===== src/rtl/acondicionador_botones.sv =====
// acondicionador_botones: debounces two push-buttons and emits one-cycle increase/decrease pulses with auto-repeat.
// Ports: CLK_100MHz system clock; reset sync active-low; boton_aumentar/boton_disminuir raw bouncing buttons (high = pressed);
//        aumentar_Frec/disminuir_Frec registered one-cycle pulses (suppressed when both channels fire together).
module acondicionador_botones #(
    parameter int DEBOUNCE_CYCLES = 2000000,
    parameter int REPEAT_DELAY    = 50000000,
    parameter int REPEAT_PERIOD   = 20000000
) (
    input  logic CLK_100MHz,
    input  logic reset,
    input  logic boton_aumentar,
    input  logic boton_disminuir,
    output logic aumentar_Frec,
    output logic disminuir_Frec
);
    localparam int RMAX = (REPEAT_DELAY > REPEAT_PERIOD) ? REPEAT_DELAY : REPEAT_PERIOD;
    localparam int DW = (DEBOUNCE_CYCLES > 2) ? $clog2(DEBOUNCE_CYCLES) : 1;
    localparam int RW = (RMAX > 2) ? $clog2(RMAX) : 1;
    localparam logic [DW-1:0] DEB_LAST = DW'(DEBOUNCE_CYCLES - 1);
    localparam logic [RW-1:0] DELAY_LAST = RW'(REPEAT_DELAY - 1);
    localparam logic [RW-1:0] PERIOD_LAST = RW'(REPEAT_PERIOD - 1);
    localparam bit REP_EN = REPEAT_PERIOD != 0;

    typedef enum logic [1:0] {IDLE, DEB_PRESS, HELD, DEB_RELEASE} state_t;

    logic [1:0] raw;
    logic [1:0] req;
    logic [1:0] pulse_d, pulse_q;

    assign raw = {boton_disminuir, boton_aumentar};

    for (genvar i = 0; i < 2; i++) begin : g_ch
        logic sync1_q, sync2_q;
        state_t state_d, state_q;
        logic [DW-1:0] deb_d, deb_q;
        logic [RW-1:0] rep_d, rep_q;
        logic first_d, first_q;
        logic req_c, rep_hit;
        // Threshold switches from the initial delay to the period once the first repeat has fired.
        assign rep_hit = rep_q == (first_q ? PERIOD_LAST : DELAY_LAST);
        assign req[i] = req_c;
        always_comb begin
            state_d = state_q;
            deb_d   = deb_q;
            rep_d   = rep_q;
            first_d = first_q;
            req_c   = 1'b0;
            case (state_q)
                IDLE: if (sync2_q) begin
                    state_d = DEB_PRESS;
                    deb_d   = '0;
                end
                DEB_PRESS: if (!sync2_q) state_d = IDLE;
                else if (deb_q == DEB_LAST) begin
                    state_d = HELD;
                    req_c   = 1'b1;
                    rep_d   = '0;
                    first_d = 1'b0;
                end else deb_d = deb_q + 1'b1;
                HELD: begin
                    if (!sync2_q) begin
                        state_d = DEB_RELEASE;
                        deb_d   = '0;
                    end
                    // Repeat counter keeps running through a release glitch but saturates at its
                    // threshold so a pulse is only issued from HELD with the button seen high.
                    if (REP_EN) begin
                        if (sync2_q && rep_hit) begin
                            req_c   = 1'b1;
                            rep_d   = '0;
                            first_d = 1'b1;
                        end else if (!rep_hit) rep_d = rep_q + 1'b1;
                    end
                end
                DEB_RELEASE: begin
                    if (sync2_q) state_d = HELD;
                    else if (deb_q == DEB_LAST) state_d = IDLE;
                    else deb_d = deb_q + 1'b1;
                    if (REP_EN && !rep_hit) rep_d = rep_q + 1'b1;
                end
                default: state_d = IDLE;
            endcase
        end
        always_ff @(posedge CLK_100MHz) begin
            if (!reset) begin
                sync1_q <= 1'b0;
                sync2_q <= 1'b0;
                state_q <= IDLE;
                deb_q   <= '0;
                rep_q   <= '0;
                first_q <= 1'b0;
            end else begin
                sync1_q <= raw[i];
                sync2_q <= sync1_q;
                state_q <= state_d;
                deb_q   <= deb_d;
                rep_q   <= rep_d;
                first_q <= first_d;
            end
        end
    end

    // Coinciding requests cancel each other; the own-output term guarantees no back-to-back pulses.
    assign pulse_d = {req[1] & ~req[0] & ~pulse_q[1], req[0] & ~req[1] & ~pulse_q[0]};

    always_ff @(posedge CLK_100MHz) begin
        if (!reset) pulse_q <= 2'b00;
        else pulse_q <= pulse_d;
    end

    assign aumentar_Frec  = pulse_q[0];
    assign disminuir_Frec = pulse_q[1];
endmodule


===== config.mk =====
export PLATFORM = sky130hd
export DESIGN_NAME = acondicionador_botones
export DESIGN_NICKNAME = d
export VERILOG_FILES = /design/src/rtl/acondicionador_botones.sv
export SDC_FILE = /design/constraint.sdc
export NUM_CORES = 1
export LEC_CHECK = 0
export BUFFER_PORTS_ARGS = -buffer_cell sky130_fd_sc_hd__buf_2
export CORE_AREA = 2 2 131 133
export CTS_BUF_LIST = sky130_fd_sc_hd__clkbuf_4 sky130_fd_sc_hd__clkbuf_8 sky130_fd_sc_hd__clkbuf_16
export DETAILED_ROUTE_END_ITERATION = 6
export DIE_AREA = 0 0 133 135
export PLACE_DENSITY = 0.56
export RECOVER_POWER = 100
export SYNTH_ARGS = -nofsm -noshare
export SYNTH_HDL_FRONTEND = slang
export SYNTH_SLANG_ARGS = --single-unit

===== constraint.sdc =====
create_clock -name CLK_100MHz -period 4.9 [get_ports CLK_100MHz]
set_input_delay 0.245 -clock CLK_100MHz [delete_from_list [all_inputs] [get_ports CLK_100MHz]]
set_output_delay 0.245 -clock CLK_100MHz [all_outputs]
set_load 0.05 [all_outputs]

[After elaboration in Yosys (flattened, before gate mapping)]
Index checks and enable logic that the tools add are counted.
Word-level totals
  register bits: 106
  latch bits: 0
  RAM bits: 0
  memory bits (read-only): 0
  bits of input ports: 4
  output and inout bits: 2
  memories kept: 0
Cells by class
  add/sub/neg operators: 4
  $mul: 0
  divide/modulo/power cells: 0
  magnitude comparators: 0
  equal/unequal tests: 26
  shift-type cells: 0
  multiplexer cells: 54
  bitwise logic cells: 8
  reductions and logical operators: 16
Operators by type and width (count)
  two-way mux 26 bit: 10
  two-way mux 21 bit: 10
  case mux 21 bit (4 select lines): 2
  case mux 26 bit (3 select lines): 2
  adder 26 x 1 -> 26 bit (second input constant): 2
  equality test 26 bit: 2
  adder 21 x 1 -> 21 bit (second input constant): 2
  equality test 21 bit (second input constant): 2
  two-way mux 2 bit: 12
  inequality test 2 bit (second input constant): 12
  AND reduction 4 bit: 6
  case mux 2 bit (4 select lines): 2
  two-way mux 1 bit: 12
  inequality test 3 bit (second input constant): 4
  equality test 2 bit (second input constant): 4
  case mux 1 bit (2 select lines): 4
  AND reduction 3 bit: 2
  nonzero test 3 bit: 2
  bitwise AND 1 bit: 4
  equality test 2 x 1 -> 1 bit (second input constant): 2
  logical NOT 2 bit: 2
  inverter 1 bit: 4
  nonzero test 2 bit: 2
  logical AND 1 bit: 2

[Longest topological paths before layout]
Gate-level depths: netlist (run 1).
  depth after elaboration: 8
  depth in mapped cells: 10
  depth with buffers taken out: 8

[Worst setup path before layout (run 1)]
Ideal clock, no wire load.
  kind: reg-to-reg
  start point: register g_ch[1].state_q[0]
  end point: register g_ch[1].deb_q[19]
  data arrival time: 2.311 ns
  path slack: 2.461 ns
  stages on the path, launching flop included: 9
  buffers on the path: 0
  period minus slack after synthesis: 2.439 ns
  cell sequence: dfxtp_1 inv_1 ha_1 nor2_1 a21oi_1 a2111oi_1 nand4_1 xor2_1 nor2_1
On the way
  longest elaborated chain between the ends: 3
  elaborated cells between the ends (all ways): 10
  classes of those cells: eq/ne (7); mux (1); reduce/logical (2)
Ends and longest elaborated chain
  start: declaration: line 34  | state_t state_d, state_q;
  start signal: assignment: line 95  | state_q <= state_d;
  equality test 2 bit, or another cell as far along: line 48  | case (state_q)
  inequality test 2 bit (no line)
  AND reduction 4 bit (no line)
  end signal: assignment: line 89  | deb_q <= '0;
  end signal: assignment: line 96  | deb_q <= deb_d;
  end: declaration: line 35  | logic [DW-1:0] deb_d, deb_q;
Parallel ways exist; a longest one is shown, timed or not.
A chain may end at the register's enable or synchronous reset.

[Worst setup path after layout (run 1)]
  start point: register g_ch[0].rep_q[17]
  end point: register g_ch[0].rep_q[15]
On the way
  longest elaborated chain between the ends: 4
  elaborated cells between the ends (all ways): 5
  classes of those cells: eq/ne (1); mux (3); reduce/logical (1)
Ends and longest elaborated chain
  start: declaration: line 36  | logic [RW-1:0] rep_d, rep_q;
  start signal: assignment: line 97  | rep_q <= rep_d;
  equality test 26 bit (*): line 40  | assign rep_hit = rep_q == (first_q ? PERIOD_LAST : DELAY_LAST);
  two-way mux 26 bit or logical AND 1 bit (tied branches)
  two-way mux 26 bit: line 68  | if (sync2_q && rep_hit) begin
  case mux 26 bit (3 select lines) (*): line 48
Every way passes the cells marked *; elsewhere a longest branch is shown, timed or not.

==> impl_results.html, run 1 <==
<table>
<tr><th>Metric</th><th>Value</th></tr>
<tr><th colspan="2">Critical path</th></tr>
<tr><td>Number of buffer and inverter stages on the critical path</td><td>0</td></tr>
<tr><td>Crit path capture type</td><td>flip-flop</td></tr>
<tr><td>Cell family contributing the most delay on the critical path</td><td>compound AO/OA/AOI/OAI gates</td></tr>
<tr><td>CP Launch Type</td><td>flip-flop</td></tr>
<tr><td>Slowest stage cell on the critical path</td><td>o21ai_1</td></tr>
<tr><td>Data required, critical path</td><td>between 5 and 6 ns</td></tr>
<tr><td>CP max stage delay</td><td>~1.3 ns</td></tr>
<tr><td>Critical setup path kind</td><td>reg2reg</td></tr>
<tr><td>Arrival time at the worst endpoint</td><td>~3.8 ns</td></tr>
<tr><td>Worst Path Max Fanout</td><td>26</td></tr>
<tr><td>Cell-by-cell trace of the critical path</td><td>or4b_2 &gt; nor4_1 &gt; o2111ai_1 &gt; a21o_1 &gt; o21ai_1 &gt; o21ai_0</td></tr>
<tr><th colspan="2">Timing</th></tr>
<tr><td>Post-route clock skew</td><td>approximately 0.0072 ns</td></tr>
<tr><td>Top achievable clock speed</td><td>0.275 GHz</td></tr>
<tr><td>Max-slew violation total from the final report</td><td>27</td></tr>
<tr><td>Hold Vio Cnt, Final</td><td>0</td></tr>
<tr><td>Setup total negative slack</td><td>0 ns</td></tr>
<tr><td>Slew HR</td><td>-15.7%</td></tr>
<tr><td>Unrepaired setup endpoints after global routing</td><td>no</td></tr>
<tr><td>Post-route fraction of the period consumed by the critical path</td><td>between 70% and 80%</td></tr>
<tr><td>Measured slew at the worst slew-check pin</td><td>about 1.7 ns</td></tr>
<tr><td>Final Critical Period</td><td>roughly 3.6 ns</td></tr>
<tr><td>Finish-stage setup viols</td><td>0</td></tr>
<tr><th colspan="2">Floorplanning</th></tr>
<tr><td>Vertical die dimension</td><td>roughly 140 um</td></tr>
<tr><td>X dimension of the die</td><td>between 100 and 150 um</td></tr>
<tr><td>Overall die area</td><td>between 15000 and 20000 um^2</td></tr>
<tr><td>Core region area</td><td>~16000 um^2</td></tr>
<tr><td>Count of pins on the block boundary</td><td>6</td></tr>
<tr><td>Effective utilization at floorplan</td><td>between 30% and 40%</td></tr>
<tr><td>Number of rows in the core area</td><td>between 40 and 50</td></tr>
<tr><th colspan="2">Clocking</th></tr>
<tr><td>Max Buffers Root-to-Sink</td><td>2</td></tr>
<tr><td>Setup Buffers After CTS</td><td>0</td></tr>
<tr><td>Clk pin slew, worst setup/hold paths</td><td>0.07 ns</td></tr>
<tr><td>Clock latency on the worst-skew pair</td><td>about 0.35 ns</td></tr>
<tr><td>Clock buffer count from CTS</td><td>9</td></tr>
<tr><td>Clock root buffer</td><td>clkbuf_16</td></tr>
<tr><td>Total of cells resized after clock tree synthesis</td><td>0</td></tr>
<tr><td>Number of clock sinks seen by CTS</td><td>106</td></tr>
<tr><td># hold bufs at CTS</td><td>0</td></tr>
<tr><td>CTS tree</td><td>built</td></tr>
<tr><td>Number of H-tree branching levels</td><td>3</td></tr>
<tr><th colspan="2">Finish</th></tr>
<tr><td>Most frequent standard cell in the layout excluding fill and tap cells</td><td>dfxtp_1</td></tr>
<tr><td>Commonest cells after routing, fill and taps aside</td><td>dfxtp_1, nor2_1, nand2_1</td></tr>
<tr><td>Area occupied by multi-input gates</td><td>3330 um^2</td></tr>
<tr><td>Register area</td><td>~2100 um^2</td></tr>
<tr><td>Ratio of cells with drive above 1 in the final layout</td><td>4.55%</td></tr>
<tr><td>Synthesis-to-finish area growth</td><td>8.64%</td></tr>
<tr><td>Count of fill cells added during filler insertion</td><td>roughly 1700</td></tr>
<tr><td>Number of nets in the layout</td><td>693</td></tr>
<tr><td>Antenna diodes</td><td>0</td></tr>
<tr><th colspan="2">Route</th></tr>
<tr><td>Post-detailed-routing wire length</td><td>12700 um</td></tr>
<tr><td>WL per Instance</td><td>approximately 14 um</td></tr>
<tr><td>DRC violation count after routing</td><td>0</td></tr>
<tr><td>First-iteration detailed-routing DRC count</td><td>339</td></tr>
<tr><td>Antenna Nets Post-Route</td><td>0</td></tr>
<tr><td>Via Count</td><td>4972</td></tr>
<tr><td>Vias/cell</td><td>5.51</td></tr>
<tr><td>Number of optimization iterations in the first detailed-route pass</td><td>5</td></tr>
<tr><th colspan="2">Power</th></tr>
<tr><td>Switching part of the total power</td><td>around a quarter</td></tr>
<tr><td>Sum of internal, switching and leakage power</td><td>around 1.8 mW</td></tr>
<tr><td>Part of the total power dissipated in the clock network</td><td>~43%</td></tr>
<tr><td>Part of the power in combinational logic</td><td>~8.6%</td></tr>
<tr><td>Power density over the cells</td><td>~300 nW/um^2</td></tr>
<tr><td>Register share of total power</td><td>a little under half</td></tr>
<tr><td>Internal</td><td>1.39 mW</td></tr>
<tr><td>Worst IR drop on VDD</td><td>approximately 0.00017 V</td></tr>
<tr><td>Net Switching</td><td>463 uW</td></tr>
<tr><td>Leakage power figure</td><td>~1.8 nW</td></tr>
<tr><th colspan="2">Global routing</th></tr>
<tr><td>Global-route wire length before repair</td><td>around 22000 um</td></tr>
<tr><td>Maximum number of pins on one net before global-route repair</td><td>29</td></tr>
<tr><td>Initial antenna violation count</td><td>0</td></tr>
<tr><td>Remaining global-route overflow</td><td>0</td></tr>
<tr><td>Via count of the first global-routing pass</td><td>4767</td></tr>
<tr><td>Total global-route track usage</td><td>between 10 and 15%</td></tr>
<tr><th colspan="2">Placed design</th></tr>
<tr><td>Post-DP HPWL</td><td>8600 um</td></tr>
<tr><td>Final weighted congestion in routability-driven placement</td><td>0.841</td></tr>
<tr><td># port buffers</td><td>5</td></tr>
<tr><th colspan="2">Logic synthesis</th></tr>
<tr><td>Post-Synth XOR/XNOR Area</td><td>roughly 7.7%</td></tr>
<tr><td>Multiplexer share of the synthesized area</td><td>less than 1%</td></tr>
<tr><td>Netlist Area Pre-Place</td><td>between 5000 and 6000 um^2</td></tr>
<tr><td>Synthesized net count</td><td>701</td></tr>
<tr><td>Compound-Gate Fraction of Synth Area</td><td>between 10% and 20%</td></tr>
<tr><td>Adder and majority gate portion of the synthesized area</td><td>approximately 2.6%</td></tr>
<tr><td>Fraction of registers with async set/reset</td><td>0%</td></tr>
<tr><td>Synthesized area divided by synthesized cell count</td><td>about 8.3 um^2</td></tr>
<tr><td>Area contributors post-synth</td><td>dfxtp_1, xnor2_1, nor2_1</td></tr>
<tr><td>Synthesized-area fraction occupied by and/or/nand/nor cells</td><td>between 30% and 40%</td></tr>
<tr><td>Seq cells post-synth</td><td>106</td></tr>
<tr><td>Cell type with the largest total area after synthesis</td><td>dfxtp_1</td></tr>
<tr><td>Number of enable-type register cells in the synthesized netlist</td><td>0</td></tr>
<tr><td>Number of distinct library cell variants in the gate-level netlist after synthesis</td><td>67</td></tr>
<tr><td>Ys Warns</td><td>0</td></tr>
<tr><td>Share of the synthesized area in the top cell type</td><td>37.3%</td></tr>
<tr><td>Synth Instances</td><td>just under 700</td></tr>
<tr><td>Sequential area share after synthesis</td><td>37.3%</td></tr>
<tr><td>Post-synth top flop</td><td>dfxtp_1</td></tr>
<tr><td>Dominant combinational cell family by area after synthesis</td><td>simple AND/OR/NAND/NOR gates</td></tr>
<tr><th colspan="2">Run status</th></tr>
<tr><td>Outcome</td><td>finished with violations</td></tr>
<tr><td>Violations in the final reports</td><td>capacitance limit, slew limit</td></tr>
<tr><th colspan="2">Hold path</th></tr>
<tr><td>Class of the most critical hold timing path</td><td>in2reg</td></tr>
<tr><th colspan="2">Flow run</th></tr>
<tr><td>Max-cap check violation count</td><td>1</td></tr>
</table>
## kinds of logic after synthesis
group,count (synthesis)
DFF,106
xor gates and xnor gates,50
buffers and inverters,49
and+or+nand+nor,348
adders and majority gates,12
AOI/OAI and AO/OA,117
muxes,3
## metrics by stage
stage	util (%)	setup WS [ns]	cell area, um^2	hold slack, ns	cells
floorplan	-	2.46	5690	0.372	685
global placement	35.9	1.87	5890	0.417	886
CTS	37.9	1.80	6220	0.0825	902
finish	37.7	1.26	6180	0.0957	902
global route	37.7	0.912	6180	0.0867	902
detailed placement	35.9	1.82	5890	0.419	886
## worst register-to-register path, delay by kind of cell (launching register included)
family | cells | cell delay (ns)
flip-flops | 1 | 0.45
AO/OA/AOI/OAI | 4 | 2.01
AND/OR/NAND/NOR | 2 | 0.99
## state kept, by name (all words and copies together), names as in the netlist, named ones only
signal        flops
g_ch.sync2_q      2
g_ch.deb_q       42
g_ch.first_q      2
g_ch.sync1_q      2
g_ch.rep_q       52
g_ch.state_q      2
pulse_q           2
## final timing paths
check / cells past startpoint / startpoint / to / slack (ns)
setup / recovery: 6 / g_ch[0].rep_q[17]$_SDFFE_PN0P_ / g_ch[0].rep_q[15]$_SDFFE_PN0P_ / 1.26
hold / removal: 2 / boton_aumentar / g_ch[0].sync1_q$_SDFF_PN0_ / 0.1
setup reg to reg: 6 / g_ch[0].rep_q[17]$_SDFFE_PN0P_ / g_ch[0].rep_q[15]$_SDFFE_PN0P_ / 1.26
hold reg to reg: 1 / g_ch[1].sync1_q$_SDFF_PN0_ / g_ch[1].sync2_q$_SDFF_PN0_ / 0.43
## power groups by stage
stage	registers, mW	logic (mW)	clock network, mW
6_report	0.887	0.158	0.803
5_1_grt	0.889	0.181	0.865
4_1_cts	0.887	0.162	0.830
3_5_place_dp	0.907	0.161	0
3_3_place_gp	0.906	0.158	0
2_1_floorplan	0.903	0.133	0
## final cells by class
cell class / count / share of cell area (%)
Multi-Input combinational cell: 530 / 53.9
Sequential cell: 106 / 34.3
Tap cell: 220 / 4.45
Clock buffer: 11 / 3.99
Inverter: 23 / 1.40
Clock inverter: 5 / 1.38
Timing Repair Buffer: 7 / 0.526
## layer usage
layer / global-route usage (%) / vias to the layer above / part of all wire, % / wire (um)
met2: 24.6 / 76 / 46 / 5870
met3: 3.90 / 12 / 3.8 / 481
met1: 19.3 / 2374 / 49 / 6220
met4: 3.88 / 0 / 1.2 / 148
met5: 0 / - / 0 / 0
li1: - / 2510 / - / -
## cell usage after synthesis (all sizes together), types with 2 or more instances
| cell | count |
|---|---|
| xor2 | 15 |
| or2 | 2 |
| nor4b | 10 |
| nor3b | 4 |
| mux2i | 2 |
| nand2b | 8 |
| or4b | 7 |
| a2111oi | 3 |
| xnor2 | 35 |
| a211oi | 3 |
| and4 | 8 |
| nand2 | 51 |
| nor2 | 71 |
| and2 | 13 |
| nor3 | 25 |
| a22oi | 2 |
| dfxtp | 106 |
| nand3 | 28 |
| a21oi | 41 |
| nor4bb | 3 |
| or3 | 23 |
| and4b | 5 |
| and3 | 11 |
| o21ai | 34 |
| o31ai | 13 |
| inv | 23 |
| a311oi | 2 |
| nand4 | 32 |
| nand4b | 4 |
| and4bb | 2 |
| clkbuf | 12 |
| nor4 | 18 |
| ha | 12 |
| or4 | 15 |
| a31oi | 3 |
| buf | 14 |
| nor2b | 5 |
| o211ai | 4 |
Power figures use the tool's default switching activity.
==> inputs of run 2 (changes only) <==
--- a/config.mk
+++ b/config.mk
@@ -10,7 +10,7 @@
 export CTS_BUF_LIST = sky130_fd_sc_hd__clkbuf_4 sky130_fd_sc_hd__clkbuf_8 sky130_fd_sc_hd__clkbuf_16
 export DETAILED_ROUTE_END_ITERATION = 6
 export DIE_AREA = 0 0 133 135
-export PLACE_DENSITY = 0.56
+export PLACE_DENSITY = 0.57
 export RECOVER_POWER = 100
 export SYNTH_ARGS = -nofsm -noshare
 export SYNTH_HDL_FRONTEND = slang
==> constraint.sdc (replaced) <==
create_clock -name CLK_100MHz -period 3 [get_ports CLK_100MHz]
set_input_delay 0.15 -clock CLK_100MHz [delete_from_list [all_inputs] [get_ports CLK_100MHz]]
set_output_delay 0.15 -clock CLK_100MHz [all_outputs]
set_load 0.05 [all_outputs]
==> impl_results.html, run 2 (same netlist as run 1, synthesis figures left out) <==
<table>
<tr><th>Metric</th><th>Value</th></tr>
<tr><th colspan="2">Run status</th></tr>
<tr><td>Outcome</td><td>completed</td></tr>
<tr><th colspan="2">Route</th></tr>
<tr><td>Via Count</td><td>5013 (+0.82%)</td></tr>
<tr><td>Antenna Nets Post-Route</td><td>0 (unchanged)</td></tr>
<tr><td>Vias/cell</td><td>5.51 (about the same)</td></tr>
<tr><td>Post-detailed-routing wire length</td><td>12800 um (+0.24%)</td></tr>
<tr><td>First-iteration detailed-routing DRC count</td><td>259 (-24%)</td></tr>
<tr><td>Number of optimization iterations in the first detailed-route pass</td><td>5 (unchanged)</td></tr>
<tr><td>WL per Instance</td><td>14.0 um (-0.54%)</td></tr>
<tr><td>DRC violation count after routing</td><td>0 (unchanged)</td></tr>
<tr><th colspan="2">Global routing</th></tr>
<tr><td>Remaining global-route overflow</td><td>0 (unchanged)</td></tr>
<tr><td>Total global-route track usage</td><td>14.8% (-0.089 points)</td></tr>
<tr><td>Via count of the first global-routing pass</td><td>4657 (-2.3%)</td></tr>
<tr><td>Initial antenna violation count</td><td>0 (unchanged)</td></tr>
<tr><td>Maximum number of pins on one net before global-route repair</td><td>28 (-3.4%)</td></tr>
<tr><td>Global-route wire length before repair</td><td>22000 um (-1.5%)</td></tr>
<tr><th colspan="2">Critical path</th></tr>
<tr><td>Data required, critical path</td><td>3.29 ns (-1.77 ns)</td></tr>
<tr><td>CP Launch Type</td><td>flip-flop</td></tr>
<tr><td>Crit path capture type</td><td>flip-flop</td></tr>
<tr><td>Worst Path Max Fanout</td><td>19 (-27%)</td></tr>
<tr><td>Arrival time at the worst endpoint</td><td>3.04 ns (-0.77 ns)</td></tr>
<tr><td>Critical setup path kind</td><td>reg2reg</td></tr>
<tr><th colspan="2">Clocking</th></tr>
<tr><td>Max Buffers Root-to-Sink</td><td>2 (unchanged)</td></tr>
<tr><td>Clk pin slew, worst setup/hold paths</td><td>0.07 ns (about the same)</td></tr>
<tr><td># hold bufs at CTS</td><td>0 (unchanged)</td></tr>
<tr><td>Number of clock sinks seen by CTS</td><td>106 (unchanged)</td></tr>
<tr><td>Clock latency on the worst-skew pair</td><td>0.36 ns (about the same)</td></tr>
<tr><td>Clock root buffer</td><td>clkbuf_16</td></tr>
<tr><td>Number of H-tree branching levels</td><td>3 (unchanged)</td></tr>
<tr><td>Total of cells resized after clock tree synthesis</td><td>0 (unchanged)</td></tr>
<tr><td>Setup Buffers After CTS</td><td>0 (unchanged)</td></tr>
<tr><td>CTS tree</td><td>built</td></tr>
<tr><td>Clock buffer count from CTS</td><td>9 (unchanged)</td></tr>
<tr><th colspan="2">Timing</th></tr>
<tr><td>Measured slew at the worst slew-check pin</td><td>0.858 ns (-0.866 ns)</td></tr>
<tr><td>Post-route clock skew</td><td>0.0150 ns (+0.00782 ns)</td></tr>
<tr><td>Max-slew violation total from the final report</td><td>0 (-100%)</td></tr>
<tr><td>Final Critical Period</td><td>2.75 ns (-0.889 ns)</td></tr>
<tr><td>Slew HR</td><td>42.8% (+59 points)</td></tr>
<tr><td>Setup total negative slack</td><td>0 ns (unchanged)</td></tr>
<tr><td>Unrepaired setup endpoints after global routing</td><td>no</td></tr>
<tr><td>Finish-stage setup viols</td><td>0 (unchanged)</td></tr>
<tr><td>Hold Vio Cnt, Final</td><td>0 (unchanged)</td></tr>
<tr><td>Top achievable clock speed</td><td>0.363 GHz (+32%)</td></tr>
<tr><td>Post-route fraction of the period consumed by the critical path</td><td>91.7% (+17 points)</td></tr>
<tr><th colspan="2">Floorplanning</th></tr>
<tr><td>Count of pins on the block boundary</td><td>6 (unchanged)</td></tr>
<tr><td>Vertical die dimension</td><td>135 um (unchanged)</td></tr>
<tr><td>X dimension of the die</td><td>133 um (unchanged)</td></tr>
<tr><td>Number of rows in the core area</td><td>47 (unchanged)</td></tr>
<tr><td>Effective utilization at floorplan</td><td>34.7% (unchanged)</td></tr>
<tr><td>Overall die area</td><td>18000 um^2 (unchanged)</td></tr>
<tr><td>Core region area</td><td>16400 um^2 (unchanged)</td></tr>
<tr><th colspan="2">Finish</th></tr>
<tr><td>Final core area utilization</td><td>37.8% (+0.076 points)</td></tr>
<tr><td>Ratio of cells with drive above 1 in the final layout</td><td>5.66% (+1.1 points)</td></tr>
<tr><td>Number of nets in the layout</td><td>700 (+1.0%)</td></tr>
<tr><td>Post-route insts no fill</td><td>909 (+0.78%)</td></tr>
<tr><td>Most frequent standard cell in the layout excluding fill and tap cells</td><td>dfxtp_1</td></tr>
<tr><td>Biggest register</td><td>g_ch.rep_q</td></tr>
<tr><td>Antenna diodes</td><td>0 (unchanged)</td></tr>
<tr><td>Largest registers</td><td>g_ch.rep_q: 52 flops, g_ch.deb_q: 42 flops</td></tr>
<tr><td>Commonest cells after routing, fill and taps aside</td><td>dfxtp_1, nor2_1, nand2_1</td></tr>
<tr><td>Synthesis-to-finish area growth</td><td>8.86%</td></tr>
<tr><td>Flip-flop count of the largest register after layout</td><td>52 (unchanged)</td></tr>
<tr><td>Count of fill cells added during filler insertion</td><td>1639 (-1.5%)</td></tr>
<tr><th colspan="2">Placed design</th></tr>
<tr><td>Final weighted congestion in routability-driven placement</td><td>0.857 (+1.9%)</td></tr>
<tr><td>DP Cell Count</td><td>893 (+0.79%)</td></tr>
<tr><td># port buffers</td><td>5 (unchanged)</td></tr>
<tr><td>Post-DP HPWL</td><td>8880 um (+3.2%)</td></tr>
<tr><th colspan="2">Power</th></tr>
<tr><td>Net Switching</td><td>781 uW (+69%)</td></tr>
<tr><td>Power density over the cells</td><td>464 nW/um^2 (+55%)</td></tr>
<tr><td>Worst IR drop on VDD</td><td>0.000295 V (+72%)</td></tr>
<tr><td>Leakage power figure</td><td>1.83 nW (+0.40%)</td></tr>
<tr><td>Part of the total power dissipated in the clock network</td><td>39.9% (-3.5 points)</td></tr>
<tr><td>Switching part of the total power</td><td>27.2% (+2.1 points)</td></tr>
<tr><td>Internal</td><td>2.09 mW (+51%)</td></tr>
<tr><td>Register share of total power</td><td>50.4% (+2.4 points)</td></tr>
<tr><td>Part of the power in combinational logic</td><td>9.7% (+1.1 points)</td></tr>
<tr><th colspan="2">Hold path</th></tr>
<tr><td>Class of the most critical hold timing path</td><td>in2reg</td></tr>
<tr><th colspan="2">Flow run</th></tr>
<tr><td>Max-cap check violation count</td><td>0 (-1)</td></tr>
</table>
-- run 2: cell type report --
cell class	count	area, um^2	area share, %
tap	220	275	4.44
timing repair buffer	14	81.3	1.31
multi-input combinational	530	3350	54.0
sequential	106	2120	34.3
clock inverter	6	50.0	0.808
inverter	23	86.3	1.39
clock buffer	10	233	3.76
-- run 2: routing by layer --
layer | GRT usage [%] | vias to the layer above | wire length, um
li1 | - | 2529 | -
met1 | 19.7 | 2398 | 6460
met2 | 23.9 | 74 | 5710
met3 | 3.79 | 12 | 432
met4 | 3.76 | 0 | 148
met5 | 0 | - | 0
-- run 2: power by group through the flow --
stage	Sequential (mW)	Combinational (mW)	Clock [mW]
after floorplan	1.48	0.218	0
after detailed placement	1.48	0.284	0
after global routing	1.45	0.313	1.25
final	1.45	0.279	1.15
after global placement	1.48	0.275	0
after CTS	1.45	0.284	1.20
-- run 2: path summary, 6_finish.rpt --
path                                       from                              to  slack [ns]  cells past startpoint
setup / recovery  g_ch[1].deb_q[0]$_SDFFE_PN0P_  g_ch[1].rep_q[20]$_SDFFE_PN0P_        0.25                      7
hold / removal                   boton_aumentar      g_ch[0].sync1_q$_SDFF_PN0_        0.03                      2
setup reg to reg  g_ch[1].deb_q[0]$_SDFFE_PN0P_  g_ch[1].rep_q[20]$_SDFFE_PN0P_        0.25                      7
hold reg to reg      g_ch[0].sync1_q$_SDFF_PN0_      g_ch[0].sync2_q$_SDFF_PN0_        0.42                      1
-- run 2: worst max-delay path, cell delays in order, from the launching register on --
cell	delay (ns)
dfxtp_1	0.37
ha_1	0.18
and4b_1	0.21
and4_1	0.30
a31oi_4	0.14
or4_1	0.74
or4_1	0.60
a21oi_2	0.14
-- run 2: per-stage QoR --
step | hold slack [ns] | setup WS [ns] | total power [mW] | instance area (um^2)
after floorplan | 0.277 | 0.561 | 1.69 | 5690
after global placement | 0.393 | 0.366 | 1.75 | 5940
after detailed placement | 0.388 | 0.326 | 1.76 | 5940
after CTS | 0.0117 | 0.304 | 2.93 | 6220
after global routing | 0.0174 | 0.0646 | 3.02 | 6190
final | 0.0318 | 0.248 | 2.87 | 6190
